==> config.mk <==
export PLATFORM = sky130hd
export DESIGN_NAME = serial_adder
export DESIGN_NICKNAME = d
export VERILOG_FILES = /design/src/rtl/serial_adder.sv
export SDC_FILE = /design/constraint.sdc
export NUM_CORES = 1
export LEC_CHECK = 0
export BUFFER_PORTS_ARGS = -buffer_cell sky130_fd_sc_hd__buf_2
export CORE_MARGIN = 8
export CORE_UTILIZATION = 55
export DETAILED_ROUTE_END_ITERATION = 10
export HOLD_SLACK_MARGIN = 0.03
export PLACE_DENSITY = 0.82
export SYNTH_ARGS = -nofsm -noshare
export SYNTH_HDL_FRONTEND = slang
export SYNTH_SLANG_ARGS = --single-unit
==> constraint.sdc <==
create_clock -name clk -period 4.33 [get_ports clk]
set_clock_uncertainty 0.05 [all_clocks]
set_input_delay 1.299 -clock clk [delete_from_list [all_inputs] [get_ports clk]]
set_output_delay 1.299 -clock clk [all_outputs]
set_load 0.02 [all_outputs]
==> src/rtl/serial_adder.sv <==
// Bit-serial adder: one full-adder cell driven LSB first, with its carry fed back through a register.
// Operands are captured on start; sum/cout are updated only when the last bit has been added.
module serial_adder #(
  parameter int WIDTH = 8
) (
  input  logic             clk,
  input  logic             rst,
  input  logic             start,
  input  logic [WIDTH-1:0] a,
  input  logic [WIDTH-1:0] b,
  input  logic             cin,
  output logic             busy,
  output logic             done,
  output logic [WIDTH-1:0] sum,
  output logic             cout
);

  localparam int CW = (WIDTH > 1) ? $clog2(WIDTH) : 1;

  typedef enum logic [1:0] {IDLE, SHIFT, DONE} state_t;

  state_t state, state_next;

  logic [WIDTH-1:0] a_sr, b_sr, res_sr;
  logic [WIDTH-1:0] res_next, s_msb;
  logic [CW-1:0]    cnt;
  logic             c_reg;
  logic             fa_sum, fa_carry;
  logic             accept, last;

  // Full-adder cell on the current LSBs and the registered carry
  always_comb begin
    fa_sum   = a_sr[0] ^ b_sr[0] ^ c_reg;
    fa_carry = (a_sr[0] & b_sr[0]) | (a_sr[0] & c_reg) | (b_sr[0] & c_reg);
    s_msb           = '0;
    s_msb[WIDTH-1]  = fa_sum;
    res_next        = (res_sr >> 1) | s_msb;
  end

  assign accept = start && ((state == IDLE) || (state == DONE));
  assign last   = (state == SHIFT) && (cnt == CW'(WIDTH - 1));
  assign busy   = (state == SHIFT);
  assign done   = (state == DONE);

  always_ff @(posedge clk or posedge rst) begin
    if (rst) state <= IDLE;
    else     state <= state_next;
  end

  always_comb begin
    state_next = state;
    case (state)
      IDLE:    if (start) state_next = SHIFT;
      SHIFT:   if (last)  state_next = DONE;
      DONE:    state_next = start ? SHIFT : IDLE;
      default: state_next = IDLE;
    endcase
  end

  // A new accept takes priority; sum/cout are touched only on the final SHIFT edge
  always_ff @(posedge clk or posedge rst) begin
    if (rst) begin
      a_sr   <= '0;
      b_sr   <= '0;
      res_sr <= '0;
      c_reg  <= 1'b0;
      cnt    <= '0;
      sum    <= '0;
      cout   <= 1'b0;
    end else if (accept) begin
      a_sr   <= a;
      b_sr   <= b;
      c_reg  <= cin;
      cnt    <= '0;
      res_sr <= '0;
    end else if (state == SHIFT) begin
      a_sr   <= a_sr >> 1;
      b_sr   <= b_sr >> 1;
      res_sr <= res_next;
      c_reg  <= fa_carry;
      cnt    <= cnt + 1'b1;
      if (last) begin
        sum  <= res_next;
        cout <= fa_carry;
      end
    end
  end

endmodule

==> impl_results.md, run 1 <==
* Detailed-route via count at 1187
* CP endpoint kind: primary output
* CTS root buffer: clkbuf_4
* WS Path Type: flip-flop to primary output
* DP HPWL at 2.34 mm
* Sequential cell area fraction in the yosys report at 54.4%
* Global-route wire length before repair at 5.47 mm
* Core Region at 3030 µm²
* # clock sinks at 38
* Reg power frac at 46.0%
* H-tree Lvls at 2
* Routed WL per cell at 15.0 µm
* Rows at 20
* Min Clock Period, post-route at 3150 ps
* Post-CTS setup buffers at 0
* Fillers at 256
* Synth Area in Compound Gates at 13.0%
* PortBufs at 30
* Largest regs: a_sr (8), b_sr (8), sum (8)
* Initial Util at 57.8%
* Die Y at 72.4 µm
* Part of the power in combinational logic at 40.5%
* Gate Count Post-Synth at 144
* Largest family of logic cells by synthesized area: multiplexers
* Core Util, Final at 65.2%
* Area growth from synthesis to layout at 12.8%
* Max-slew violations at 0
* Synth Cell Area at 1750 µm²
* Syn nets at 167
* Synth warnings at 0
* Dpl ws at 1490 ps
* Area share of the largest cell type after synthesis at 54.4%
* Pin count of the biggest net entering global routing at 39
* Internal power at 898 µW
* Initial DRC count at 54
* Nets at 196
* Residual DRC at 0
* Worst path arrival time at 1800 ps
* Final GP Congestion at 0.781
* Hold_ws at 462 ps
* Final Setup Violations at 0
* Sequential Area at 951 µm²
* Worst Setup Start Kind: flip-flop
* CP required at 2980 ps
* Global route overflow at 0
* Num ports at 31
* Slew margin rel. at 45.6%
* Power Density at 727 nW/µm²
* CTS max path bufs at 2
* Max Cap Viol at 0
* Final ANT Viol Nets at 0
* CTS Hold Bufs at 0
* ANT cells at 0
* Top post-synthesis cells by area: dfrtp_1 54%, mux2_4 7.7%, a22o_1 5.0%
* Synth area leader: dfrtp_1
* Mux contribution to synthesized area at 15.1%
* Vias in the first global route at 1204
* Post-synthesis xor/xnor area fraction at 0.501%
* Worst vdd ir at 0.378 mV
* Post-Syn Area per Cell at 12.1 µm²
* NetSw at 537 µW
* Worst slew pin tran at 814 ps
* Vias per cell at 5.44
* Part of the cycle the worst path needs at 72.8%
* Share of cells above drive strength 1 at 32.8%
* Max Clk Rate at 317 MHz
* Fin worst setup slack at 1180 ps
* Seq cells post-synth at 38
* TritonCTS clock tree: built
* Simple-Gate Fraction of Synth Area at 10.9%
* Switching Fraction at 37.4%
* Full die area at 5240 µm²
* Post-CTS sizing at 0
* GR Util All Layers at 13.4%
* Clock transition at path regs at 110 ps
* First-pass DRT Iterations at 4
* Die width at 72.4 µm
* Worst-Skew Late Latency at 350 ps
* Final wirelength at 3.28 mm
* RSZ-0062 raised after global routing: no
* Clock share of power at 13.5%
* Multi-input logic area at 736 µm²
* CTS Buf Count at 5
* Fin Setup TNS at 0 ps
* Worst Hold Class: flip-flop to flip-flop
* Final Hold Viols at 0
* Leak at 0.946 nW
* Crit-path max FO at 25
* Post-synthesis adder-cell area fraction at 2.58%
* Post-synth cell types at 24
* Outcome: finished clean
* Initial antenna violation count at 0
## routing by layer
layer	GRT usage (%)	part of all wire (%)	vias up
met2	20.2	46	35
met1	16.4	45	570
met5	0	0	-
met4	5.33	1.5	0
met3	5.79	7.2	5
li1	-	-	577
## metrics by stage
step | power [mW] | cells | area (µm²)
2_1_floorplan | 1.12 | 144 | 1750
3_3_place_gp | 1.23 | 210 | 1910
3_5_place_dp | 1.26 | 210 | 1910
4_1_cts | 1.45 | 218 | 1970
5_1_grt | 1.54 | 218 | 1970
6_report | 1.44 | 218 | 1970
## worst paths after layout
| check | depth (start not counted) | slack (ps) | to | from |
|---|---|---|---|---|
| setup / recovery | 3 | 1180 | busy | state[0] |
| hold / removal | 1 | 460 | sum[3] | sum[3] |
| setup reg to reg | 3 | 2290 | cnt[2] | state[0] |
| hold reg to reg | 1 | 460 | sum[3] | sum[3] |
| max in group asynchronous | 3 | 2910 | b_sr[0] | rst |
| min in group asynchronous | 3 | 990 | res_sr[4] | rst |
## cells by family (layout without fill, tap and decap cells)
group           Yosys count  in the layout
flops                    38             38
simple gates             36             36
compound gates           33             33
mux                      21             21
buf+inv                  12             42
fa+ha+maj                 3              3
xor+xnor                  1              1
## power groups by stage
| stage | logic, mW | registers (mW) | clock network, mW |
|---|---|---|---|
| after global placement | 0.568 | 0.659 | 0 |
| after global routing | 0.646 | 0.687 | 0.209 |
| after CTS | 0.591 | 0.663 | 0.200 |
| after detailed placement | 0.591 | 0.671 | 0 |
| final | 0.581 | 0.661 | 0.194 |
| after floorplan | 0.457 | 0.663 | 0 |
## cell usage after synthesis
library cell	count
a211oi_1	5
nor2b_1	7
nor3_1	10
clkbuf_1	2
buf_6	1
nand2b_1	3
a22o_1	10
nor2_1	12
nand2_1	2
inv_1	2
o21ai_0	3
mux2_4	9
inv_4	1
buf_2	6
mux2_2	7
dfrtp_1	38
fa_1	1
nand2_4	1
nand2b_4	1
a21oi_1	5
ha_1	2
mux2i_1	5
o22ai_1	10
xnor2_1	1
## critical path, stage by stage, from the launching register on
cell and delay (ps):
dfrtp_1 840, nand2b_4 210, inv_4 210, buf_2 190
## placed cells by master (no fill, tap or decap), types with 2 or more instances in the layout
cell type and instances:
dfrtp_1 38, buf_2 30, nor2_1 12, o22ai_1 10
nor3_1 10, a22o_1 10, mux2_4 9, nor2b_1 7
mux2_2 7, mux2i_1 5, a211oi_1 5, a21oi_1 5
clkbuf_4 5, nand2b_1 3, o21ai_0 3, inv_1 2
nand2_1 2, ha_1 2
## cell type report
type                       instances  share of cell area (%)
timing repair buffer              31                    7.99
sequential                        38                    48.2
multi-input combinational         94                    37.3
clock buffer                       7                    2.79
tap                               44                    2.79
clock inverter                     1                   0.254
inverter                           3                   0.698
(Power assumes the default switching activity.)
==> inputs of run 2 (changes only) <==
Settings changed: CORE_UTILIZATION 55 to 54, PLACE_DENSITY 0.82 to 0.8.
Clock period 4.33 ns to 3.25 ns, I/O delays scaled along.
==> run 2 against run 1 <==
  * Clock-buffer cell count unchanged
  * Via count increased by 0.51%
  * Flip-flop and latch count unchanged
  * Die area increased by 1.4%
  * Global-route usage increased by 0.57 points
  * Largest cell class unchanged
  * Largest power group unchanged
==> impl_results.md, run 2 (same netlist as run 1, synthesis figures left out) <==
* Outcome: finished clean
* Part of the cycle the worst path needs at 72.2%
* Share of cells above drive strength 1 at 32.6% (-0.19 points)
* Area growth from synthesis to layout at 12.8% (unchanged)
* Worst Hold Class: flip-flop to flip-flop
* Crit path from: state[1]
* Commonest non-fill, non-tap cell in the layout: dfrtp_1
* Routed WL per cell at 15.1 µm (+0.49%)
* WP buf/inv at 2 (unchanged)
* H-tree Lvls at 2 (unchanged)
* CP required at 2220 ps (-760 ps)
* Detailed-route via count at 1193 (+0.51%)
* CP endpoint kind: primary output
* Max Clk Rate at 426 MHz
* Cell Chain, Critical Path: nand2b_4 -> inv_4 -> buf_2
* Nets at 198 (+1.0%)
* Initial Util at 56.8% (-0.94 points)
* GR Util All Layers at 13.9% (+0.57 points)
* RR Startpoint: state[0]
* Global route overflow at 0 (unchanged)
* Max-slew violations at 0 (unchanged)
* Worst path arrival time at 1320 ps (-480 ps)
* Post-CTS setup buffers at 0 (unchanged)
* Post-CTS sizing at 0 (unchanged)
* Final ANT Viol Nets at 0 (unchanged)
* Core Region at 3080 µm² (+1.7%)
* Final Hold Viols at 0 (unchanged)
* CTS Hold Bufs at 0 (unchanged)
* RSZ-0062 raised after global routing: no
* Most frequent cells in the layout: 38 x dfrtp_1, 30 x buf_2, 12 x nor2_1
* Clock transition at path regs at 100 ps (about the same)
* Vias per cell at 5.45 (about the same)
* Slew margin rel. at 46.1% (+0.47 points)
* Worst-Skew Late Latency at 340 ps (about the same)
* Pin count of the biggest net entering global routing at 39 (unchanged)
* Max stage delay on crit path at 400 ps (-440 ps)
* Final GP Congestion at 0.758 (-2.9%)
* CTS root buffer: clkbuf_4
* Power Density at 962 nW/µm² (+32%)
* Initial DRC count at 40 (-26%)
* Leak at 0.946 nW (about the same)
* CTS Buf Count at 5 (unchanged)
* Final Setup Violations at 0 (unchanged)
* Initial antenna violation count at 0 (unchanged)
* Worst vdd ir at 0.493 mV (+30%)
* Die Y at 72.9 µm (+0.72%)
* Min Clock Period, post-route at 2350 ps
* Full die area at 5320 µm² (+1.4%)
* Residual DRC at 0 (unchanged)
* CTS max path bufs at 2 (unchanged)
* Worst Setup Start Kind: flip-flop
* Slowest cell on the critical path: dfrtp_1
* Vias in the first global route at 1217 (+1.1%)
* Final wirelength at 3.31 mm (+0.95%)
* # clock sinks at 38 (unchanged)
* Hold Crit Start: sum[4]
* Fillers at 264 (+3.1%)
* ANT cells at 0 (unchanged)
* Worst slew pin tran at 807 ps (-7.01 ps)
* TritonCTS clock tree: built
* Die width at 72.9 µm (+0.72%)
* R2r setup slk at 1370 ps (-920 ps)
* Fin Setup TNS at 0 ps (unchanged)
* WS Path Type: flip-flop to primary output
* Crit-path max FO at 15 (-40%)
* Largest regs: a_sr (8), b_sr (8), sum (8)
* PortBufs at 30 (unchanged)
* Critical path's top delay family: flip-flops
* Num ports at 31 (unchanged)
* Global-route wire length before repair at 5.73 mm (+4.8%)
* Rows at 20 (unchanged)
* Design Power at 1.90 mW (+32%)
* Max Cap Viol at 0 (unchanged)
* First-pass DRT Iterations at 4 (unchanged)
* DP HPWL at 2.35 mm (+0.63%)
run 2: cell types whose count changed in the layout (fill, tap and decap cells not counted), sizes merged:
| cell | previous run | this run |
|---|---|---|
| clkinv | 1 | 0 |
| buf | 31 | 33 |
run 2: area by class of cell:
class,instances,area (µm²),area share [%]
flip-flops and latches,38,951,48.2
multi-input cells,94,736,37.3
repair buffers,33,173,8.75
well taps,44,55.1,2.79
clock buffers,7,45.0,2.28
inverters,3,13.8,0.698
run 2: final timing paths:
path / cells past startpoint / to
worst max-delay path: 3 / busy
worst min-delay path: 1 / sum[4]
worst max register to register: 4 / res_sr[7]
worst min register to register: 1 / sum[4]
max in group asynchronous: 3 / b_sr[3]
min in group asynchronous: 3 / sum[6]
run 2: routing by layer:
layer / global-route usage (%) / wire length [µm] / up-vias
met1: 17.1 / 1450 / 576
met2: 20.9 / 1570 / 32
li1: - / - / 579
met4: 5.33 / 50 / 0
met3: 6.18 / 231 / 6
met5: 0 / 0 / -
run 2: power by group:
group | switching [mW] | internal (mW) | leakage, nW
Clock | 0.141 | 0.0816 | 0.0254
Sequential | 0.148 | 0.693 | 0.470
Combinational | 0.424 | 0.410 | 0.451
run 2: stage by stage:
stage	util, %	setup WS, ps	hold WS [ps]	cell area (µm²)	instances
2_1_floorplan	-	1260	417	1750	144
3_5_place_dp	62.6	737	441	1930	212
4_1_cts	64.1	879	470	1970	219
3_3_place_gp	62.6	825	439	1930	212
5_1_grt	64.1	796	480	1970	219
6_report	64.1	904	465	1970	219
